==> src/rtl/mem_pkg.sv <==
// ---------------------------------------------------------------------------
// mem_pkg
// Shared types for the data memory stage: the default word and register-address
// types, the stage FSM state encoding and the upper bound on load latency.
// No ports (package).
// ---------------------------------------------------------------------------
package mem_pkg;

    localparam int WORD_W      = 16;
    localparam int RADDR_W_DEF = 4;
    localparam int LATENCY_MAX = 4;

    typedef logic [WORD_W-1:0]      word_t;
    typedef logic [RADDR_W_DEF-1:0] raddr_t;

    typedef enum logic [2:0] {
        ST_CLEAR,
        ST_IDLE,
        ST_LOAD,
        ST_DUMP,
        ST_HALTED
    } mem_state_e;

endpackage

==> src/rtl/data_ram.sv <==
// ---------------------------------------------------------------------------
// data_ram
// DEPTH x DATA_W single-clock RAM. One synchronous read port (rdata_o updates
// only when re_i is high, otherwise it holds) and one write port. A read and a
// write to the same word on the same edge return the old contents.
// Ports:
//   clk      clock
//   re_i     read enable
//   raddr_i  read address
//   rdata_o  registered read data
//   we_i     write enable
//   waddr_i  write address
//   wdata_i  write data
// ---------------------------------------------------------------------------
module data_ram #(
    parameter int DATA_W = 16,
    parameter int DEPTH  = 64,
    parameter int AW     = 6
) (
    input  logic              clk,
    input  logic              re_i,
    input  logic [AW-1:0]     raddr_i,
    output logic [DATA_W-1:0] rdata_o,
    input  logic              we_i,
    input  logic [AW-1:0]     waddr_i,
    input  logic [DATA_W-1:0] wdata_i
);

    logic [DATA_W-1:0] mem_q [DEPTH];
    logic [DATA_W-1:0] rdata_q;

    always_ff @(posedge clk) begin
        if (re_i) begin
            rdata_q <= mem_q[raddr_i];
        end
        if (we_i) begin
            mem_q[waddr_i] <= wdata_i;
        end
    end

    assign rdata_o = rdata_q;

endmodule

==> src/rtl/data_mem_stage.sv <==
// ---------------------------------------------------------------------------
// data_mem_stage
// Pipeline memory stage between execute and writeback. Owns a DEPTH-word data
// RAM, sweeps it to zero after reset, executes loads (LATENCY cycles) and
// stores (single cycle), reports out-of-range accesses, honours flush, and on
// a rising halt streams the first DUMP_WORDS words out.
// Ports:
//   clk, rst                    clock, synchronous active-low reset
//   in_valid / in_ready         op handshake from execute
//   is_mem_read/is_mem_write    op type (both set = read-before-write)
//   is_reg_write, rd_addr       load writeback request and destination
//   base, offset, st_data       address operands and store data
//   flush                       squash current op and in-flight load
//   halt                        rising edge starts the dump
//   wb_valid/wb_value/wb_reg_addr   load result
//   fault/fault_addr            range-fault pulse and sticky address
//   dump_valid/dump_addr/dump_data  dump stream
// ---------------------------------------------------------------------------
module data_mem_stage
    import mem_pkg::*;
#(
    parameter int DATA_W     = 16,
    parameter int DEPTH      = 64,
    parameter int RADDR_W    = 4,
    parameter int LATENCY    = 1,
    parameter int DUMP_WORDS = 20
) (
    input  logic               clk,
    input  logic               rst,
    input  logic               in_valid,
    output logic               in_ready,
    input  logic               is_mem_read,
    input  logic               is_mem_write,
    input  logic               is_reg_write,
    input  logic [DATA_W-1:0]  base,
    input  logic [DATA_W-1:0]  offset,
    input  logic [DATA_W-1:0]  st_data,
    input  logic [RADDR_W-1:0] rd_addr,
    input  logic               flush,
    input  logic               halt,
    output logic               wb_valid,
    output logic [DATA_W-1:0]  wb_value,
    output logic [RADDR_W-1:0] wb_reg_addr,
    output logic               fault,
    output logic [DATA_W-1:0]  fault_addr,
    output logic               dump_valid,
    output logic [DATA_W-1:0]  dump_addr,
    output logic [DATA_W-1:0]  dump_data
);

    localparam int AW    = (DEPTH > 1) ? $clog2(DEPTH) : 1;
    localparam int LAT_W = $clog2(LATENCY_MAX);
    localparam logic [DATA_W:0]  DEPTH_L  = (DATA_W+1)'(DEPTH);
    localparam logic [LAT_W-1:0] LAT_LAST = LAT_W'(LATENCY - 1);

    mem_state_e         state_q, state_d;
    logic [AW-1:0]      clr_cnt_q, clr_cnt_d;
    logic [DATA_W-1:0]  dump_cnt_q, dump_cnt_d;
    logic [LAT_W-1:0]   lat_cnt_q, lat_cnt_d;
    logic               pend_wb_q, pend_wb_d;
    logic               dump_pend_q, dump_pend_d;
    logic               halt_q;
    logic               wb_valid_q, wb_valid_d;
    logic [RADDR_W-1:0] pend_rd_q;
    logic [DATA_W-1:0]  wb_hold_q;
    logic [RADDR_W-1:0] rd_hold_q;
    logic               fault_q;
    logic [DATA_W-1:0]  fault_addr_q;
    logic               dump_valid_q, dump_valid_d;
    logic [DATA_W-1:0]  dump_addr_q, dump_addr_d;

    logic [DATA_W-1:0]  addr;
    logic               addr_fault, accept, acc_load, acc_store, acc_fault, halt_rise;

    logic               ram_re, ram_we;
    logic [AW-1:0]      ram_raddr, ram_waddr;
    logic [DATA_W-1:0]  ram_wdata, ram_rdata;

    assign addr       = base + offset;
    assign addr_fault = ({1'b0, addr} >= DEPTH_L);
    assign in_ready   = (state_q == ST_IDLE);
    assign accept     = in_valid & in_ready & ~flush;
    assign acc_load   = accept & is_mem_read  & ~addr_fault;
    assign acc_store  = accept & is_mem_write & ~addr_fault;
    assign acc_fault  = accept & (is_mem_read | is_mem_write) & addr_fault;
    assign halt_rise  = halt & ~halt_q;

    always_comb begin
        state_d      = state_q;
        clr_cnt_d    = clr_cnt_q;
        dump_cnt_d   = dump_cnt_q;
        lat_cnt_d    = lat_cnt_q;
        pend_wb_d    = pend_wb_q;
        dump_pend_d  = dump_pend_q;
        wb_valid_d   = 1'b0;
        dump_valid_d = 1'b0;
        dump_addr_d  = dump_addr_q;
        ram_re       = acc_load;
        ram_raddr    = addr[AW-1:0];
        ram_we       = acc_store;
        ram_waddr    = addr[AW-1:0];
        ram_wdata    = st_data;

        unique case (state_q)
            ST_CLEAR: begin
                ram_we    = 1'b1;
                ram_waddr = clr_cnt_q;
                ram_wdata = '0;
                clr_cnt_d = clr_cnt_q + AW'(1);
                if (clr_cnt_q == AW'(DEPTH - 1)) begin
                    clr_cnt_d = '0;
                    state_d   = ST_IDLE;
                end
            end
            ST_IDLE: begin
                // A multi-cycle load accepted together with a halt rise goes
                // to LOAD first and remembers the dump request.
                if (acc_load && LATENCY > 1) begin
                    state_d     = ST_LOAD;
                    lat_cnt_d   = LAT_W'(1);
                    pend_wb_d   = is_reg_write;
                    dump_pend_d = halt_rise;
                end else begin
                    if (acc_load) begin
                        wb_valid_d = is_reg_write;
                    end
                    if (halt_rise) begin
                        state_d = ST_DUMP;
                    end
                end
            end
            ST_LOAD: begin
                if (flush || lat_cnt_q == LAT_LAST) begin
                    wb_valid_d  = pend_wb_q & ~flush;
                    state_d     = (dump_pend_q || halt_rise) ? ST_DUMP : ST_IDLE;
                    dump_pend_d = 1'b0;
                    lat_cnt_d   = '0;
                end else begin
                    lat_cnt_d   = lat_cnt_q + LAT_W'(1);
                    dump_pend_d = dump_pend_q | halt_rise;
                end
            end
            ST_DUMP: begin
                ram_re       = 1'b1;
                ram_raddr    = dump_cnt_q[AW-1:0];
                dump_valid_d = 1'b1;
                dump_addr_d  = dump_cnt_q;
                dump_cnt_d   = dump_cnt_q + DATA_W'(1);
                if (dump_cnt_q == DATA_W'(DUMP_WORDS - 1)) begin
                    dump_cnt_d = '0;
                    state_d    = ST_HALTED;
                end
            end
            ST_HALTED: begin
                if (!halt) begin
                    state_d = ST_IDLE;
                end
            end
            default: state_d = ST_CLEAR;
        endcase

        if (!rst) begin
            ram_we = 1'b0;
        end
    end

    always_ff @(posedge clk) begin
        if (!rst) begin
            state_q      <= ST_CLEAR;
            clr_cnt_q    <= '0;
            dump_cnt_q   <= '0;
            lat_cnt_q    <= '0;
            pend_wb_q    <= 1'b0;
            dump_pend_q  <= 1'b0;
            halt_q       <= 1'b0;
            wb_valid_q   <= 1'b0;
            pend_rd_q    <= '0;
            wb_hold_q    <= '0;
            rd_hold_q    <= '0;
            fault_q      <= 1'b0;
            fault_addr_q <= '0;
            dump_valid_q <= 1'b0;
            dump_addr_q  <= '0;
        end else begin
            state_q      <= state_d;
            clr_cnt_q    <= clr_cnt_d;
            dump_cnt_q   <= dump_cnt_d;
            lat_cnt_q    <= lat_cnt_d;
            pend_wb_q    <= pend_wb_d;
            dump_pend_q  <= dump_pend_d;
            halt_q       <= halt;
            wb_valid_q   <= wb_valid_d;
            dump_valid_q <= dump_valid_d;
            dump_addr_q  <= dump_addr_d;
            fault_q      <= acc_fault;
            if (acc_fault) begin
                fault_addr_q <= addr;
            end
            if (acc_load) begin
                pend_rd_q <= rd_addr;
            end
            // Capture the presented result so wb outputs hold after the pulse.
            if (wb_valid_q) begin
                wb_hold_q <= ram_rdata;
                rd_hold_q <= pend_rd_q;
            end
        end
    end

    // The RAM read register is shared by loads and dump; it only reaches the
    // outputs while the matching valid is high, held copies cover the rest.
    assign wb_valid    = wb_valid_q;
    assign wb_value    = wb_valid_q ? ram_rdata : wb_hold_q;
    assign wb_reg_addr = wb_valid_q ? pend_rd_q : rd_hold_q;
    assign fault       = fault_q;
    assign fault_addr  = fault_addr_q;
    assign dump_valid  = dump_valid_q;
    assign dump_addr   = dump_addr_q;
    assign dump_data   = dump_valid_q ? ram_rdata : '0;

    data_ram #(
        .DATA_W (DATA_W),
        .DEPTH  (DEPTH),
        .AW     (AW)
    ) u_ram (
        .clk     (clk),
        .re_i    (ram_re),
        .raddr_i (ram_raddr),
        .rdata_o (ram_rdata),
        .we_i    (ram_we),
        .waddr_i (ram_waddr),
        .wdata_i (ram_wdata)
    );

endmodule

==> config.mk <==
export PLATFORM = sky130hd
export DESIGN_NAME = data_mem_stage
export DESIGN_NICKNAME = d
export VERILOG_FILES = /design/src/rtl/mem_pkg.sv /design/src/rtl/data_ram.sv /design/src/rtl/data_mem_stage.sv
export SDC_FILE = /design/constraint.sdc
export NUM_CORES = 1
export LEC_CHECK = 0
export ABC_CLOCK_PERIOD_IN_PS = 5400
export CAP_MARGIN = 20
export CORE_ASPECT_RATIO = 0.6
export CORE_MARGIN = 1
export CORE_UTILIZATION = 30
export CTS_BUF_LIST = sky130_fd_sc_hd__clkbuf_4 sky130_fd_sc_hd__clkbuf_8
export DETAILED_ROUTE_END_ITERATION = 10
export PLACE_DENSITY_LB_ADDON = 0.2
export SLEW_MARGIN = 20
export SYNTH_ARGS = -nofsm -noshare
export SYNTH_HDL_FRONTEND = slang
export SYNTH_SLANG_ARGS = --single-unit
==> constraint.sdc <==
create_clock -name clk -period 5.4 [get_ports clk]
set_input_delay 0.81 -clock clk [delete_from_list [all_inputs] [get_ports clk]]
set_output_delay 0.81 -clock clk [all_outputs]
set_load 0.005 [all_outputs]
### Yosys cells after proc, flatten, opt, wreduce, memory -nomap -nowiden

Memory sizes are Yosys's and may differ from the RTL's. A register that Yosys moved wholly into a read port is not among the register bits.
Index checks and enable logic that the tools add are counted.
W data, S select, Z words.

* register bits: 88
* bits in latches: 0
* bits in writable memories: 1024
* ROM bits: 0
* bits of input ports: 60
* output and inout port bits: 72
* memories: 1

Memories
* u_ram.mem_q: depth 64, width 16, read ports 1, clocked after memory_dff 1, write ports 1, line data_ram.sv:29 `logic [DATA_W-1:0] mem_q [DEPTH];`

* add/subtract/negate cells: 4
* multipliers: 0
* div/mod/pow operators: 0
* $lt $le $gt $ge: 1
* equality and inequality tests: 11
* shift-type cells: 0
* multiplexer cells: 23
* bitwise operators: 14
* reductions and logical operators: 6

Operator list (count)
* $mux W16: 4
* $mux W6: 3
* $add A16 B1 Y16 const B: 1
* $add A16 B16 Y16: 1
* $eq A16 B5 Y1 const B: 1
* $ge A16 B7 Y1 const B: 1
* $mux W3: 5
* $pmux W3 S5: 1
* $and A1 B1 Y1: 9
* $ne A2 B2 Y1 const B: 4
* $mux W1: 7
* $add A6 B1 Y6 const B: 1
* $eq A3 B2 Y1 const B: 2
* $eq A6 B6 Y1 const B: 1
* $reduce_and A5 Y1: 1
* $mux W2: 2
* $mux W4: 1
* $eq A3 B1 Y1 const B: 1
* $eq A3 B3 Y1 const B: 1
* $logic_not A3 Y1: 1
* $not A1 Y1: 3
* $reduce_and A3 Y1: 1
* $add A2 B1 Y2 const B: 1
* $logic_not A2 Y1: 1
* 3 further kinds: 5

### Longest topological paths before layout

Gate-level depths: netlist (run 1).

* word-level depth: 9
* gate-level depth with buffers: 13
* gate-level depth less buffers: 10

### Hierarchy

From an unflattened synthesis (run 1), not the netlist that was laid out.

* cells, all modules: 2420
* area, all modules: 45074.5 um2

Modules (own cells, without submodules)
* data_ram: instances 1, cells each 1829, area each 40202.3 um2
* data_mem_stage: instances 1, cells each 591, area each 4872.2 um2

### Worst setup path before layout (run 1)

OpenSTA, ideal clock, no wires.

* kind: input port to flip-flop
* start: input offset[0]
* end: memory u_ram.mem_q[11][0], enable pin
* library setup time: 409 ps
* data arrival time: 4704 ps
* data required time: 4991 ps
* slack: 287 ps
* cell stages on the path: 11
* path buffers: 1
* cells stage by stage: ha_1 -> fa_1 -> a21oi_1 -> o211ai_2 -> a311o_1 -> nor4b_1 -> or3_4 -> nand4bb_4 -> o41a_4 -> buf_6 -> nor3_1

* cells in the longest elaborated chain, start to end: 8
* elaborated cells on any way between the ends: 9

RTL lines
* from (decl): line data_mem_stage.sv:36 `input logic [DATA_W-1:0] offset,`
* $add A16 B16 Y16 (*): line data_mem_stage.sv:79 `assign addr = base + offset;`
* $ge A16 B7 Y1: line data_mem_stage.sv:80 `assign addr_fault = ({1'b0, addr} >= DEPTH_L);`
* $not A1 Y1: line data_mem_stage.sv:84 `assign acc_store = accept & is_mem_write & ~addr_fault;`
* $and A1 B1 Y1: line data_mem_stage.sv:84
* $mux W1: line data_mem_stage.sv:104 `unique case (state_q)`
* $mux W1: line data_mem_stage.sv:162 `if (!rst) begin`
* $mux W1: line data_ram.sv:36 `if (we_i) begin`
* $mux W1 (implied by the code): line data_ram.sv:37 `mem_q[waddr_i] <= wdata_i;`
* to (decl): line data_ram.sv:29

Mark *: on every way between the ends. The rest lies on a longest branch, timed or not.

### Worst setup path after layout (run 1)

* start: input offset[0]
* end: memory u_ram.mem_q[58][6], enable pin

Same word-level chain as after synthesis.

==> results of run 1 <==
[state kept, by name, summed over array words and instances, names as in the netlist]
signal	flops
wb_hold_q	16
rd_hold_q	4
dump_addr	16
u_ram.rdata_o	16
state_q	3
halt_q	1
fault_addr	16
wb_valid	1
dump_pend_q	1
lat_cnt_q	2
pend_rd_q	4
u_ram.mem_q	1024
dump_valid	1
clr_cnt_q	6
fault	1
dump_cnt_q	16
[cell type report]
class                   count  area [um2]  area share (%)
diodes                      7       17.52         0.03104
multi-input cells        1564       13970           24.76
clock inverters            76       588.1           1.042
repair buffers            363        3556           6.302
well taps                2109        2639           4.676
inverters                   9       33.78         0.05987
flip-flops and latches   1128       32990           58.47
clock buffers             212        2630           4.661
[synth_stat cells (all sizes together), types with 18 or more instances]
cell type and instances:
edfxtp 1040, mux2i 1016, buf 96, dfxtp 88
nand2 87, nor3 77, clkbuf 66, and2 58
nor2 50, a21oi 43, o21ai 27, nand3 23
mux2 20, ha 18
[worst max-delay path by stage]
stage / start / to / slack [ns] / cells past startpoint
final: offset[0] / u_ram.mem_q[58][6] / 1.09 / 14
after global routing: offset[0] / u_ram.mem_q[58][1] / 0.96 / 14
after CTS: offset[0] / u_ram.mem_q[58][6] / 1.24 / 14
after detailed placement: offset[0] / u_ram.mem_q[58][6] / 0.34 / 14
after global placement: offset[0] / u_ram.mem_q[59][15] / 0.33 / 13
after floorplan: offset[0] / u_ram.mem_q[11][0] / 0.29 / 11
[critical path, stage by stage]
cell	delay, ns
sky130_fd_sc_hd__clkdlybuf4s50_1	0.40
sky130_fd_sc_hd__ha_1	0.23
sky130_fd_sc_hd__fa_1	0.42
sky130_fd_sc_hd__a21oi_1	0.21
sky130_fd_sc_hd__o211ai_2	0.17
sky130_fd_sc_hd__a311o_1	0.46
sky130_fd_sc_hd__nor4b_1	0.17
sky130_fd_sc_hd__or3_4	0.40
sky130_fd_sc_hd__nor4bb_1	0.28
sky130_fd_sc_hd__buf_4	0.22
sky130_fd_sc_hd__a41oi_4	0.13
sky130_fd_sc_hd__buf_12	0.24
sky130_fd_sc_hd__nor3_2	0.40
sky130_fd_sc_hd__buf_12	0.20
[logic make-up after synthesis]
kind of cell,share of synthesized area [%]
flip-flops,69.70
multiplexers,21.96
AND/OR/NAND/NOR,3.833
buffers and inverters,1.647
AO/OA/AOI/OAI,1.951
XOR/XNOR,0.3886
adder cells (fa/ha/maj),0.5181
[routing by layer]
metal  up-vias  track usage, %
li1      11870               -
met1     13570           29.09
met2       775           22.15
met3       128           4.774
met4         0           3.769
met5         -               0
[power groups by stage]
stage          clock [mW]  sequential, mW  combinational, mW
2_1_floorplan           0            9.63               1.40
3_3_place_gp            0            9.64               2.31
3_5_place_dp            0            9.64               2.31
4_1_cts              7.14            9.45               2.32
5_1_grt              7.51            9.44               2.42
6_report             6.97            9.45               2.33
==> results.md, run 1 <==
Clock network:
- After clock tree synthesis, the clock-pin slew on the worst setup and hold paths is 0.07 ns.
- Clock tree synthesis selected as its root buffer the cell sky130_fd_sc_hd__clkbuf_8.
- The number of CTS-inserted buffers is 161.
- TritonCTS built the clock tree.
- Clock tree synthesis found a total of 1,128 sinks.
- For this design, the CTS-stage hold fixing added 0 buffers.
- Post-CTS repair changed the size of 0 cells.
- The clock latency of the later-clocked register in the worst-skew pair is 0.86 ns.
- In this run the deepest clock path goes through 3 buffers.
- CTS built an H-tree with a depth of 4.
- After clock tree synthesis, the setup repair step added 0 buffers.

Global route:
- For this run the aggregate overflow at the end of global routing stands at 0.
- The initial antenna violation count is 5.
- The global-route wire length before repair is 197,600 um.
- Global routing consumed, over all layers together, 17.70% of the routing resources.
- Entering global routing, the biggest net connects 65 pins.
- The via count of the first global-routing pass is 25,510.

STA:
- The maximum clock frequency is 232.1 MHz.
- Setup repair after global routing left no endpoint under its margin.
- Setup violations remaining at the end of the flow were counted as 0.
- For the finished layout, the period the worst path requires is 4.309 ns.
- The final critical-path setup slack is 1.091 ns.
- The portion of the clock cycle consumed by the worst path in the final layout is 79.80%.
- The final sum of negative setup slack is 0 ns.
- Headroom to the max-slew limit came out at 24.71%.
- At the pin with the least slew margin, the transition time is 1.129 ns.
- Clock skew on the completed layout was measured at 0.03621 ns.
- Final hold analysis gives a worst-case slack of 0.3885 ns.
- The number of hold violations in the final report is 0.
- The number of pins exceeding their max-slew limit in the final report is 0.

Power:
- The total power divided by cell area is 332.2 nW/um2.
- Of the total power, combinational logic draws 12.4%.
- The fraction of power consumed by the clock network is 37.2%.
- Sequential cells burn 50.4% of the power.
- The net switching power of the design is 4.833 mW.
- Cell internal power was estimated by the tool at 13.91 mW.
- The leakage power of the design is 20.92 nW.
- The switching power share of the total is 25.78%.
- The largest voltage drop on the vdd net is 0.2261 mV.
- Summing internal, switching and leakage power gives 18.75 mW.

Die:
- In this run the vertical extent of the chip is 309.7 um.
- After floorplanning, the core was sized to cover 156,000 um2.
- The number of ports placed on the die boundary is 132.
- The floorplan has 112 rows.
- The floorplan step defined a die boundary enclosing 159,400 um2.
- From left edge to right edge, the die measures 514.8 um.
- The initial cell density of the core is 30.35%.

Synthesis:
- Of all flip-flops after synthesis, the portion carrying an async set or reset was 0%.
- The synthesized design devotes to its leading area cell type 65.98% of total area.
- In this run the mean area of a mapped cell was 16.53 um2.
- After synthesis, the netlist uses 65 different library cells.
- The post-synthesis cell type with the largest combined area is sky130_fd_sc_hd__edfxtp_1.
- The cell area that synthesis handed to floorplanning was 47,330 um2.
- Counting flops with a built-in enable in the synthesized netlist gives 1,040.
- Yosys attributes the largest share of cell area to sky130_fd_sc_hd__edfxtp_1 (66%), sky130_fd_sc_hd__mux2i_1 (21%), sky130_fd_sc_hd__dfxtp_1 (3.7%).
- The number of warning messages in the yosys log is 0.
- Synthesis inferred 1,128 register bits.
- For this run, the leading register cell type out of synthesis is sky130_fd_sc_hd__edfxtp_1.
- The share of synthesized area occupied by flip-flops and latches is 69.70%.
- Synthesis produced a netlist whose cell count is 2,863.
- The post-synthesis net count is 2,942.

Drt:
- The DRC violation count after routing is 0.
- The average via count per standard cell is 4.818.
- The total routed wirelength is 142,700 um.
- The first-pass detailed-route iteration total is 5.
- The highest routing layer actually used is met4.
- In the final routed layout, each cell accounts on average for 26.09 um.
- The count of vias placed by the detailed router is 26,340.
- Summed over all nets, wire length on met3 after detailed routing comes to 11,090 um.
- For this block, wires on met1 add up to 76,490 um.
- After the first detailed-routing iteration, the DRC count stood at 2,306.
- The detail route stage leaves a number of antenna-violating nets equal to 0.
- The routed design uses 53,360 um of met2 wire.

Final layout:
- The count of cells in the finished layout, fillers not included, comes to 5,468.
- Leaving out fill and tap cells, the most frequent cell in the layout is sky130_fd_sc_hd__edfxtp_1.
- The final-stage net count is 3,306.
- The filler cell count is 14,780.
- The post-route cell area is 56,430 um2.
- Compared with the post-synthesis result, the final layout area differs by 19.22%.
- The post-route netlist has 18.14% of its cells at a drive strength greater than 1.
- Once layout is complete, the utilization of the core stands at 36.18%.
- Leaving out fill and tap cells, the most frequent cells in the layout are sky130_fd_sc_hd__edfxtp_1 (1,040), sky130_fd_sc_hd__mux2i_1 (1,015), sky130_fd_sc_hd__buf_4 (192).

Place:
- At the placement stage, the worst setup path has a slack of 0.3373 ns.
- After detailed placement, the design holds a cell count of 5,173.
- Routability-driven placement finished with a final weighted congestion of 0.8320.
- The placed cell area is 53,190 um2.
- The half-perimeter wire length after detailed placement is 94,010 um.
- During placement, the flow inserted port buffers numbering 131.

Worst hold path:
- The worst hold path belongs to the class in -> reg.
- The worst hold endpoint is state_q[0].
- The worst hold path passes through 2 cells.
- In this run the most critical hold path is launched from rst.

Worst setup path:
- The worst register-to-register path has a setup slack of 1.40 ns.
- Along the worst path, the maximum fanout reaches 32.
- The worst register-to-register path begins at state_q[1].
- The critical path arrival is 4.85 ns.
- The critical path startpoint category is an input port.
- Counting cells, the worst reg-to-reg path comes to 10.
- The kind of end point of the critical path is a flip-flop.
- The critical register-to-register path endpoint is u_ram.rdata_o[12].
- The required time reported for the critical path endpoint is 5.94 ns.
- The classification of the worst setup path is in -> reg.

Flow run:
- The max-capacitance violation count is 0.

Run status:
- The run finished with clean final reports.
Power figures use the tool's default switching activity.
==> inputs of run 2 (changes only) <==
--- a/config.mk
+++ b/config.mk
@@ -5,7 +5,7 @@
 export SDC_FILE = /design/constraint.sdc
 export NUM_CORES = 1
 export LEC_CHECK = 0
-export ABC_CLOCK_PERIOD_IN_PS = 5400
+export ABC_CLOCK_PERIOD_IN_PS = 4300
 export CAP_MARGIN = 20
 export CORE_ASPECT_RATIO = 0.6
 export CORE_MARGIN = 1
==> constraint.sdc (replaced) <==
create_clock -name clk -period 4.3 [get_ports clk]
set_input_delay 0.645 -clock clk [delete_from_list [all_inputs] [get_ports clk]]
set_output_delay 0.645 -clock clk [all_outputs]
set_load 0.005 [all_outputs]
==> results.md, run 2 (synthesis results as in run 1) <==
Die:
- The die extent in x is 514.8 um (unchanged).
- The row count is 112 (unchanged).
- The full die area came to 159,400 um2 (unchanged).
- The initial cell density of the core is 30.35% (unchanged).
- The vertical die dimension is 309.7 um (unchanged).
- The number of ports placed on the die boundary is 132 (unchanged).
- The core area is 156,000 um2 (unchanged).

Clock network:
- The CTS clock-pin slew for the worst setup and hold paths is 0.07 ns (about the same).
- The number of CTS-inserted buffers is 169 (was 161).
- The CTS tree is yes (unchanged).
- The H-tree depth reported by CTS is 4 (unchanged).
- The post-cts gate resize count is 0 (unchanged).
- The count of hold buffers inserted by post-cts repair was 0 (unchanged).
- The total setup buffers inserted after CTS is 0 (unchanged).
- The maximum buffer depth of the clock tree was 3 (unchanged).
- The clock sink total is 1,128 (unchanged).
- The clock latency of the later-clocked register in the worst-skew pair was 0.87 ns (was 0.86 ns).
- The library cell used as clock root buffer is sky130_fd_sc_hd__clkbuf_8 (unchanged).

Final layout:
- The ratio of cells with drive above 1 in the final layout is 21.99% (was 18.14%).
- The post-route cell area is 58,880 um2 (was 56,430 um2).
- The area added between synthesis and finish is 24.39% (was 19.22%).
- The utilization after layout is 37.75% (was 36.18%).
- The non-filler instance count after layout is 5,634 (was 5,468).
- The final-stage net count is 3,470 (was 3,306).
- Most used cells in the layout excluding fill and tap cells: sky130_fd_sc_hd__edfxtp_1 (1,040), sky130_fd_sc_hd__mux2i_1 (1,015), sky130_fd_sc_hd__buf_4 (275) (was sky130_fd_sc_hd__edfxtp_1 (1,040), sky130_fd_sc_hd__mux2i_1 (1,015), sky130_fd_sc_hd__buf_4 (192)).
- The number of flip-flops under the largest register name came to 1,024 (unchanged).
- The most flop-heavy register is u_ram.mem_q (unchanged).
- The leading cell type in the layout, fill and taps excluded is sky130_fd_sc_hd__edfxtp_1 (unchanged).

STA:
- The portion of the clock cycle consumed by the worst path in the final layout is 91.13%.
- The number of hold violations in the final report is 0 (unchanged).
- The number of pins exceeding their max-slew limit in the final report is 0 (unchanged).
- The normalized max-slew margin was 35.10% (was 24.71%).
- The number of setup violations in the final report is 0 (unchanged).
- The smallest clock period supported by the final layout is computed as 3.919 ns.
- For this run, the top clock speed supported by timing is 255.2 MHz.
- Unrepaired setup endpoints after global routing: no (unchanged).
- The transition at the pin with the smallest max-transition slack came to 0.9722 ns (was 1.129 ns).
- The final setup skew is 0.04759 ns (was 0.03621 ns).

Drt:
- The remaining antenna violation count was 0 (unchanged).
- The wire length per cell after detailed routing is 25.45 um (was 26.09 um).
- The total routed wirelength came to 143,400 um (was 142,700 um).
- The count of vias placed by the detailed router came to 26,730 (was 26,340).
- The average via count per standard cell is 4.744 (was 4.818).
- The DRC violation count after routing was 0 (unchanged).
- The first-pass detailed-route iteration total is 5 (unchanged).
- The iteration-0 DRC count of the detailed router is 2,511 (was 2,306).

Power:
- The net switching power of the design is 6.124 mW (was 4.833 mW).
- The total internal power was 17.66 mW (was 13.91 mW).
- The largest voltage drop on the vdd net is 0.3031 mV (was 0.2261 mV).
- The fraction of power consumed by the clock network is 36.3% (was 37.2%).
- The leakage power of the design is 22.42 nW (was 20.92 nW).
- The switching power share of the total is 25.75% (was 25.78%).
- The sequential cell fraction of total power is 49.9% (was 50.4%).
- The part of the total power dissipated in combinational logic is 13.8% (was 12.4%).
- The total power divided by cell area is 404.0 nW/um2 (was 332.2 nW/um2).

Worst setup path:
- The critical path startpoint category is an input port (unchanged).
- The classification of the worst setup path is in -> reg (unchanged).
- The kind of end point of the critical path was a flip-flop (unchanged).
- The critical path arrival was 4.46 ns (was 4.85 ns).
- The largest fanout of any net on the critical path is 23 (was 32).
- The required time reported for the critical path endpoint is 4.85 ns (was 5.94 ns).

Global route:
- The maximum number of pins on one net before global-route repair was 65 (unchanged).
- The met3 track demand over resource was 5.298% (was 4.774%).
- The met1 track demand over resource was 29.25% (was 29.09%).
- The initial antenna violation count is 7 (was 5).
- The global-route wire length before repair is 200,100 um (was 197,600 um).
- The layer carrying the most global-route usage was met1 (unchanged).
- The global-route total usage across every layer is 17.95% (was 17.70%).
- The via count of the first global-routing pass was 26,200 (was 25,510).
- The met2 layer usage reported by global route is 22.19% (was 22.15%).
- The aggregate global routing overflow came to 0 (unchanged).

Place:
- The last weighted congestion value of the routability-driven placer is 0.7882 (was 0.8320).
- The number of buffers added on ports is 131 (unchanged).
- The placed cell area is 55,630 um2 (was 53,190 um2).
- The half-perimeter wire length after detailed placement was 96,700 um (was 94,010 um).
- The number of placed instances with taps included is 5,328 (was 5,173).

Run status:
- Status: completed (unchanged).

Worst hold path:
- The type of the tightest min-delay check is in -> reg (unchanged).

Flow run:
- The max-capacitance violation count is 0 (unchanged).
[run 2: cell type report]
type / count / area (um2)
fillers: 14590 / 97090
flip-flops and latches: 1128 / 32990
multi-input cells: 1564 / 14350
repair buffers: 519 / 5640
clock buffers: 237 / 2849
well taps: 2109 / 2639
clock inverters: 62 / 359.1
inverters: 9 / 33.78
diodes: 6 / 15.01
[run 2: per-stage QoR]
| step | TNS (ns) | hold WS (ns) | setup slack [ns] | power (mW) |
|---|---|---|---|---|
| after global routing | 0 | 0.2832 | 0.1677 | 24.65 |
| final | 0 | 0.3161 | 0.3814 | 23.78 |
| after floorplan | -40.11 | 0.4345 | -0.4277 | 13.89 |
| after global placement | -461.25 | 0.4454 | -0.5201 | 15.36 |
| after detailed placement | -417.22 | 0.4475 | -0.4766 | 15.35 |
| after CTS | 0 | 0.1951 | 0.4786 | 24.03 |
[run 2: layer usage]
metal,share of wire (%),vias up
li1,-,12240
met1,54,13520
met2,37,819
met3,8.2,153
met4,1.6,2
met5,0.0070,-
[run 2: power groups by stage]
stage / Combinational (mW) / Clock, mW / Sequential [mW]
after floorplan: 1.80 / 0 / 12.1
after global placement: 3.26 / 0 / 12.1
after detailed placement: 3.25 / 0 / 12.1
after CTS: 3.26 / 8.90 / 11.9
after global routing: 3.44 / 9.35 / 11.9
final: 3.28 / 8.63 / 11.9
[run 2: critical path, cell delays in order]
cell and delay [ns]:
sky130_fd_sc_hd__clkdlybuf4s50_1 0.40, sky130_fd_sc_hd__ha_1 0.23, sky130_fd_sc_hd__fa_1 0.38, sky130_fd_sc_hd__a21oi_1 0.19
sky130_fd_sc_hd__o211ai_2 0.14, sky130_fd_sc_hd__a311o_1 0.45, sky130_fd_sc_hd__nor4b_1 0.17, sky130_fd_sc_hd__or3_4 0.39
sky130_fd_sc_hd__nor4bb_1 0.31, sky130_fd_sc_hd__buf_4 0.19, sky130_fd_sc_hd__a41oi_4 0.14, sky130_fd_sc_hd__buf_12 0.25
sky130_fd_sc_hd__nor3_4 0.27, sky130_fd_sc_hd__buf_4 0.22
[run 2: path summary, 6_finish.rpt]
| path | startpoint | cells after the start | to | slack [ns] |
|---|---|---|---|---|
| worst max-delay path | offset[0] | 14 | u_ram.mem_q[4][1] | 0.38 |
| worst min-delay path | rst | 2 | state_q[0] | 0.32 |
| worst max register to register | state_q[1] | 12 | u_ram.rdata_o[11] | 0.72 |
| worst min register to register | dump_addr[14] | 2 | dump_addr[14] | 0.46 |
==> RTL edit 1, RTL diff (config.mk and constraints of run 1) <==
Put one more register stage on the output `fault`, without a reset. The value now appears one clock later. The other outputs are not delayed to match.
--- a/src/rtl/data_mem_stage.sv
+++ b/src/rtl/data_mem_stage.sv
@@ -214,3 +214,5 @@
     assign wb_reg_addr = wb_valid_q ? pend_rd_q : rd_hold_q;
-    assign fault       = fault_q;
+    always_ff @(posedge clk) begin
+        fault <= fault_q;
+    end
     assign fault_addr  = fault_addr_q;
Formal check against the unedited RTL: same outputs for any inputs over 10 cycles, from zero or initial values and one cycle with rst low; that may be too few to reach the edited logic, so the function may still have changed.
==> RTL edit 1 against run 1 <==
  * Count of clock-buffer cells in the layout increased by 33
  * Final area rose by 0.25%
  * Synthesized area about the same
  * Wire length about the same
  * Power rose by 0.73%
  * Clock power is 3% higher
  * Sequential cell count increased by 1
  * Synthesized cell count barely moved
  * Core utilization up 0.058 points
  * Critical path depth decreased by 1
  * Die area hardly changed
  * Worst setup slack worse by 0.034 ns
  * First-iteration DRC count is 8.2% higher
  * Critical path type unchanged
==> RTL edit 1: results (changes against run 1) <==
[timing]
hold_ws_ns=0.333  ; -0.0555 ns
tightest_slew_ns=0.975  ; -0.154 ns

[routing]
wl_um=143000  ; about the same
drt-initial-drc-count=2496  ; +8.2%
wl_per_cell_um=26.1  ; +0.20%
num_vias=26100  ; -1.1%

[logic_synthesis]
yosysSeqAreaShare_pct=69.7  ; about the same
synthCells=2864  ; +0.035%
synth_common_cells=1040 x edfxtp_1, 1016 x mux2i_1, 89 x dfxtp_1
yosys-top-cells-area=edfxtp_1 66%, mux2i_1 21%, dfxtp_1 3.8%, buf_2 0.85%, and2_1 0.77%

[cts]
cts_buffers=174  ; +8.1%
clockBufferDepth=4  ; +1

[critical_path]
r2r_slack_ns=1.50  ; +0.10 ns
arrival_ns=4.87  ; +0.02 ns
slowest_stage=o41a_4
worst_r2r_endpoint=u_ram.rdata_o[7]
cp_max_fo=16  ; -50%
ff2ff_path_depth=11  ; +1
crit_family=compound AO/OA/AOI/OAI gates
r2r_start=state_q[2]

[global_routing]
grt_usage_pct=17.7  ; -0.045 points
grt_pass1_wl_um=197000  ; -0.22%
antenna_found_initial=6  ; +1
grt_pass1_vias=25400  ; -0.44%
grtUsageMet3_pct=5.48  ; +0.71 points
grt_use_met2_pct=22.4  ; +0.22 points
grtUsageMet1_pct=28.6  ; -0.44 points

[worst_hold_path]
holdPathEnd=fault
hold_path_depth=0  ; -2
hold_path.class=reg2reg

[finish]
fill_cells=14800  ; +0.43%
nets=3296  ; -0.30%

[place]
gp_congestion=0.789  ; -5.2%
placed_cell_area_um2=53200  ; about the same
dp_hpwl_um=93700  ; -0.30%
numPortBuffers=131  ; unchanged

[power]
p_leak_nw=20.9  ; about the same
intPower_mw=14.1  ; +1.5%
ir_drop_v=0.000172  ; -24%

[outcome]
status=completed

==> RTL edit 1: per-layer routing <==
layer / share of wire [%] / vias up
met3: 8.2 / 160
li1: - / 11800
met5: 0 / -
met2: 37 / 790
met4: 1.2 / 0
met1: 53 / 13300
==> RTL edit 1: power by group through the flow <==
stage	sequential, mW	clock, mW	combinational, mW
after floorplan	9.64	0	1.40
final	9.46	7.15	2.27
after global placement	9.64	0	2.27
after CTS	9.46	7.36	2.27
after detailed placement	9.64	0	2.27
after global routing	9.45	7.73	2.37
==> RTL edit 1: layout make-up <==
cell class	count	area, um^2	share of cell area [%]
repair buffers	339	3560	6.29
diodes	5	12.5	0.0221
well taps	2109	2640	4.66
multi-input cells	1564	14000	24.7
flip-flops and latches	1129	33000	58.4
clock inverters	55	378	0.668
inverters	9	33.8	0.0597
clock buffers	245	2970	5.24
==> RTL edit 1: through the flow <==
stage,util (%),power (mW),setup slack (ns)
2_1_floorplan,-,11.0,0.287
3_3_place_gp,34.1,11.9,0.230
3_5_place_dp,34.1,11.9,0.220
4_1_cts,36.2,19.1,1.13
5_1_grt,36.2,19.6,0.931
6_report,36.2,18.9,1.06
==> RTL edit 1: worst max-delay path by stage <==
stage              start                   to  slack, ns
2_1_floorplan  offset[0]   u_ram.mem_q[11][0]       0.29
3_3_place_gp   offset[0]   u_ram.mem_q[37][7]       0.23
3_5_place_dp   offset[0]   u_ram.mem_q[57][2]       0.22
4_1_cts        offset[0]  u_ram.mem_q[57][14]       1.13
5_1_grt        offset[0]  u_ram.mem_q[57][14]       0.93
6_report       offset[0]   u_ram.mem_q[57][4]       1.06
==> RTL edit 1: cells by family (layout without fill, tap and decap cells) <==
kind of cell,after synthesis,count (layout),synth area share [%]
AND/OR/NAND/NOR,351,351,3.83
flip-flops,1129,1129,69.7
AO/OA/AOI/OAI,137,137,1.95
XOR/XNOR,21,21,0.388
buffers and inverters,171,648,1.65
multiplexers,1036,1036,22.0
adder cells (fa/ha/maj),19,19,0.518
other,0,5,0
==> RTL edit 2, RTL diff (settings of run 1) <==
Made on the original files. `DUMP_WORDS`: 20 -> 16.
--- a/src/rtl/data_mem_stage.sv
+++ b/src/rtl/data_mem_stage.sv
@@ -25,3 +25,3 @@
     parameter int LATENCY    = 1,
-    parameter int DUMP_WORDS = 20
+    parameter int DUMP_WORDS = 16
 ) (
Check against the original RTL: no difference found for any inputs over 10 cycles, from zero or initial values and one cycle with rst low; that may be too few to reach the edited logic, so the function may still have changed.
==> RTL edit 2 against run 1 <==
  * Worst setup slack gained 0.13 ns
  * Wire length shrank 9.1%
  * Final area shrank 5.6%
  * Via count shrank 10%
  * Critical path depth shrank 3
  * Synthesized area shrank 4.5%
  * Highest routed layer unchanged
  * Largest cell class unchanged
  * Sequential cell count is the same
Power is not compared: it rests on default switching activity, and its combinational part moved more than twofold at a synthesized area within 25%.
==> RTL edit 2: results (changes against run 1) <==
[global_routing]
grt_usage_pct=17.1  ; -0.56 points
grt_pass1_wl_um=183000  ; -7.3%
antenna_found_initial=9  ; +4
grt_max_degree=67  ; +3.1%

[routing]
wl_per_cell_um=27.3  ; +4.5%
drt-initial-drc-count=2335  ; +1.3%
num_vias=23700  ; -10%

[place]
dp.cells=4466  ; -14%
gp_congestion=0.843  ; +1.3%
dp_hpwl_um=81200  ; -14%
dp_slack_ns=0.450  ; +0.112 ns
numPortBuffers=131  ; unchanged

[cts]
clk_pin_slew_ns=0.06
hold_buffers=0  ; unchanged
clock_latency_ns=0.87
cts_buffers=164  ; +1.9%

[critical_path]
r2r_slack_ns=1.22  ; -0.18 ns
cp_max_fo=28  ; -13%
arrival_ns=4.73  ; -0.12 ns
slowest_stage=dfxtp_1

[timing]
tightest_slew_ns=1.08  ; -0.0444 ns
fin_skew_ns=0.0397  ; +0.00352 ns
period_needed_ns=4.18  ; -0.134 ns

[logic_synthesis]
yosysSeqAreaShare_pct=73.0  ; +3.3 points
synth_common_cells=1040 x edfxtp_1, 256 x mux4_2, 248 x mux2i_1
syn-mean-instance-area_um2=19.6  ; +18%
synthesis.nets=2388  ; -19%
yosys-top-cells-area=edfxtp_1 69%, mux4_2 13%, mux2i_1 5.5%, dfxtp_1 3.9%, nor3_1 0.81%

[finish]
final_layout_size_suffix_gt1_share_pct=28.3  ; +10 points
nets=2713  ; -18%
top_register=u_ram.mem_q
fill_cells=13800  ; -6.8%
fin_cells=4755  ; -13%

[outcome]
status=completed

[worst_hold_path]
hold_path.class=reg2reg

==> RTL edit 2: cell types whose count changed after synthesis, sizes merged, moves of 4 or more <==
cell,run 1,this run
mux4,0,256
mux2i,1016,248
nand2,87,83
nand3,23,27
nor3,77,73
a21oi,43,39
and3,11,15
clkbuf,66,42
buf,96,83
==> RTL edit 2: routing by layer <==
metal | vias to the layer above | GRT usage (%) | part of all wire, %
li1 | 10100 | - | -
met2 | 839 | 23.4 | 41
met5 | - | 0 | 0
met3 | 130 | 5.38 | 8.8
met4 | 0 | 3.79 | 1.3
met1 | 12600 | 26.3 | 49
==> RTL edit 2: worst paths after layout <==
path                              startpoint  depth (start not counted)               end
worst max register to register    state_q[0]                         11  u_ram.rdata_o[5]
worst max-delay path              state_q[0]                         11  u_ram.rdata_o[5]
worst min-delay path            pend_rd_q[0]                          2      pend_rd_q[0]
worst min register to register  pend_rd_q[0]                          2      pend_rd_q[0]
==> RTL edit 2: worst max-delay path: cells and delay by family (launching register included) <==
kind            cells  cell delay (ns)
compound gates      1             0.24
simple gates        2             0.69
buf+inv             3             0.72
mux                 5             1.65
flops               1             0.52
==> RTL edit 2: cells by family (layout without fill, tap and decap cells) <==
| family | Yosys count | count (layout) | synth area share [%] |
|---|---|---|---|
| XOR/XNOR | 24 | 24 | 0.465 |
| multiplexers | 525 | 525 | 18.8 |
| flip-flops | 1128 | 1128 | 73.0 |
| buffers and inverters | 133 | 576 | 1.36 |
| other | 0 | 5 | 0 |
| adder cells (fa/ha/maj) | 19 | 19 | 0.543 |
| AND/OR/NAND/NOR | 348 | 348 | 3.89 |
| AO/OA/AOI/OAI | 132 | 132 | 1.98 |
==> RTL edit 2: final cells by class <==
type / instances / area share (%)
clock buffers: 224 / 5.13
clock inverters: 60 / 0.667
diodes: 5 / 0.0235
flip-flops and latches: 1128 / 61.9
repair buffers: 284 / 4.96
well taps: 1998 / 4.69
inverters: 8 / 0.0564
multi-input cells: 1048 / 22.6
==> RTL edit 2: metrics by stage <==
stage | instance area, um^2 | utilization, % | hold slack (ns) | total power [mW]
after floorplan | 45200 | - | 0.435 | 14.1
final | 53300 | 35.9 | 0.462 | 23.5
after global routing | 53300 | 35.9 | 0.482 | 24.4
after CTS | 53300 | 35.9 | 0.405 | 23.8
after global placement | 50200 | 33.8 | 0.444 | 17.0
after detailed placement | 50200 | 33.8 | 0.451 | 17.1
==> RTL edit 2: where the power goes <==
part,internal (mW),switching [mW]
Clock,3.33,3.35
Combinational,1.88,4.21
Sequential,10.7,0.0953
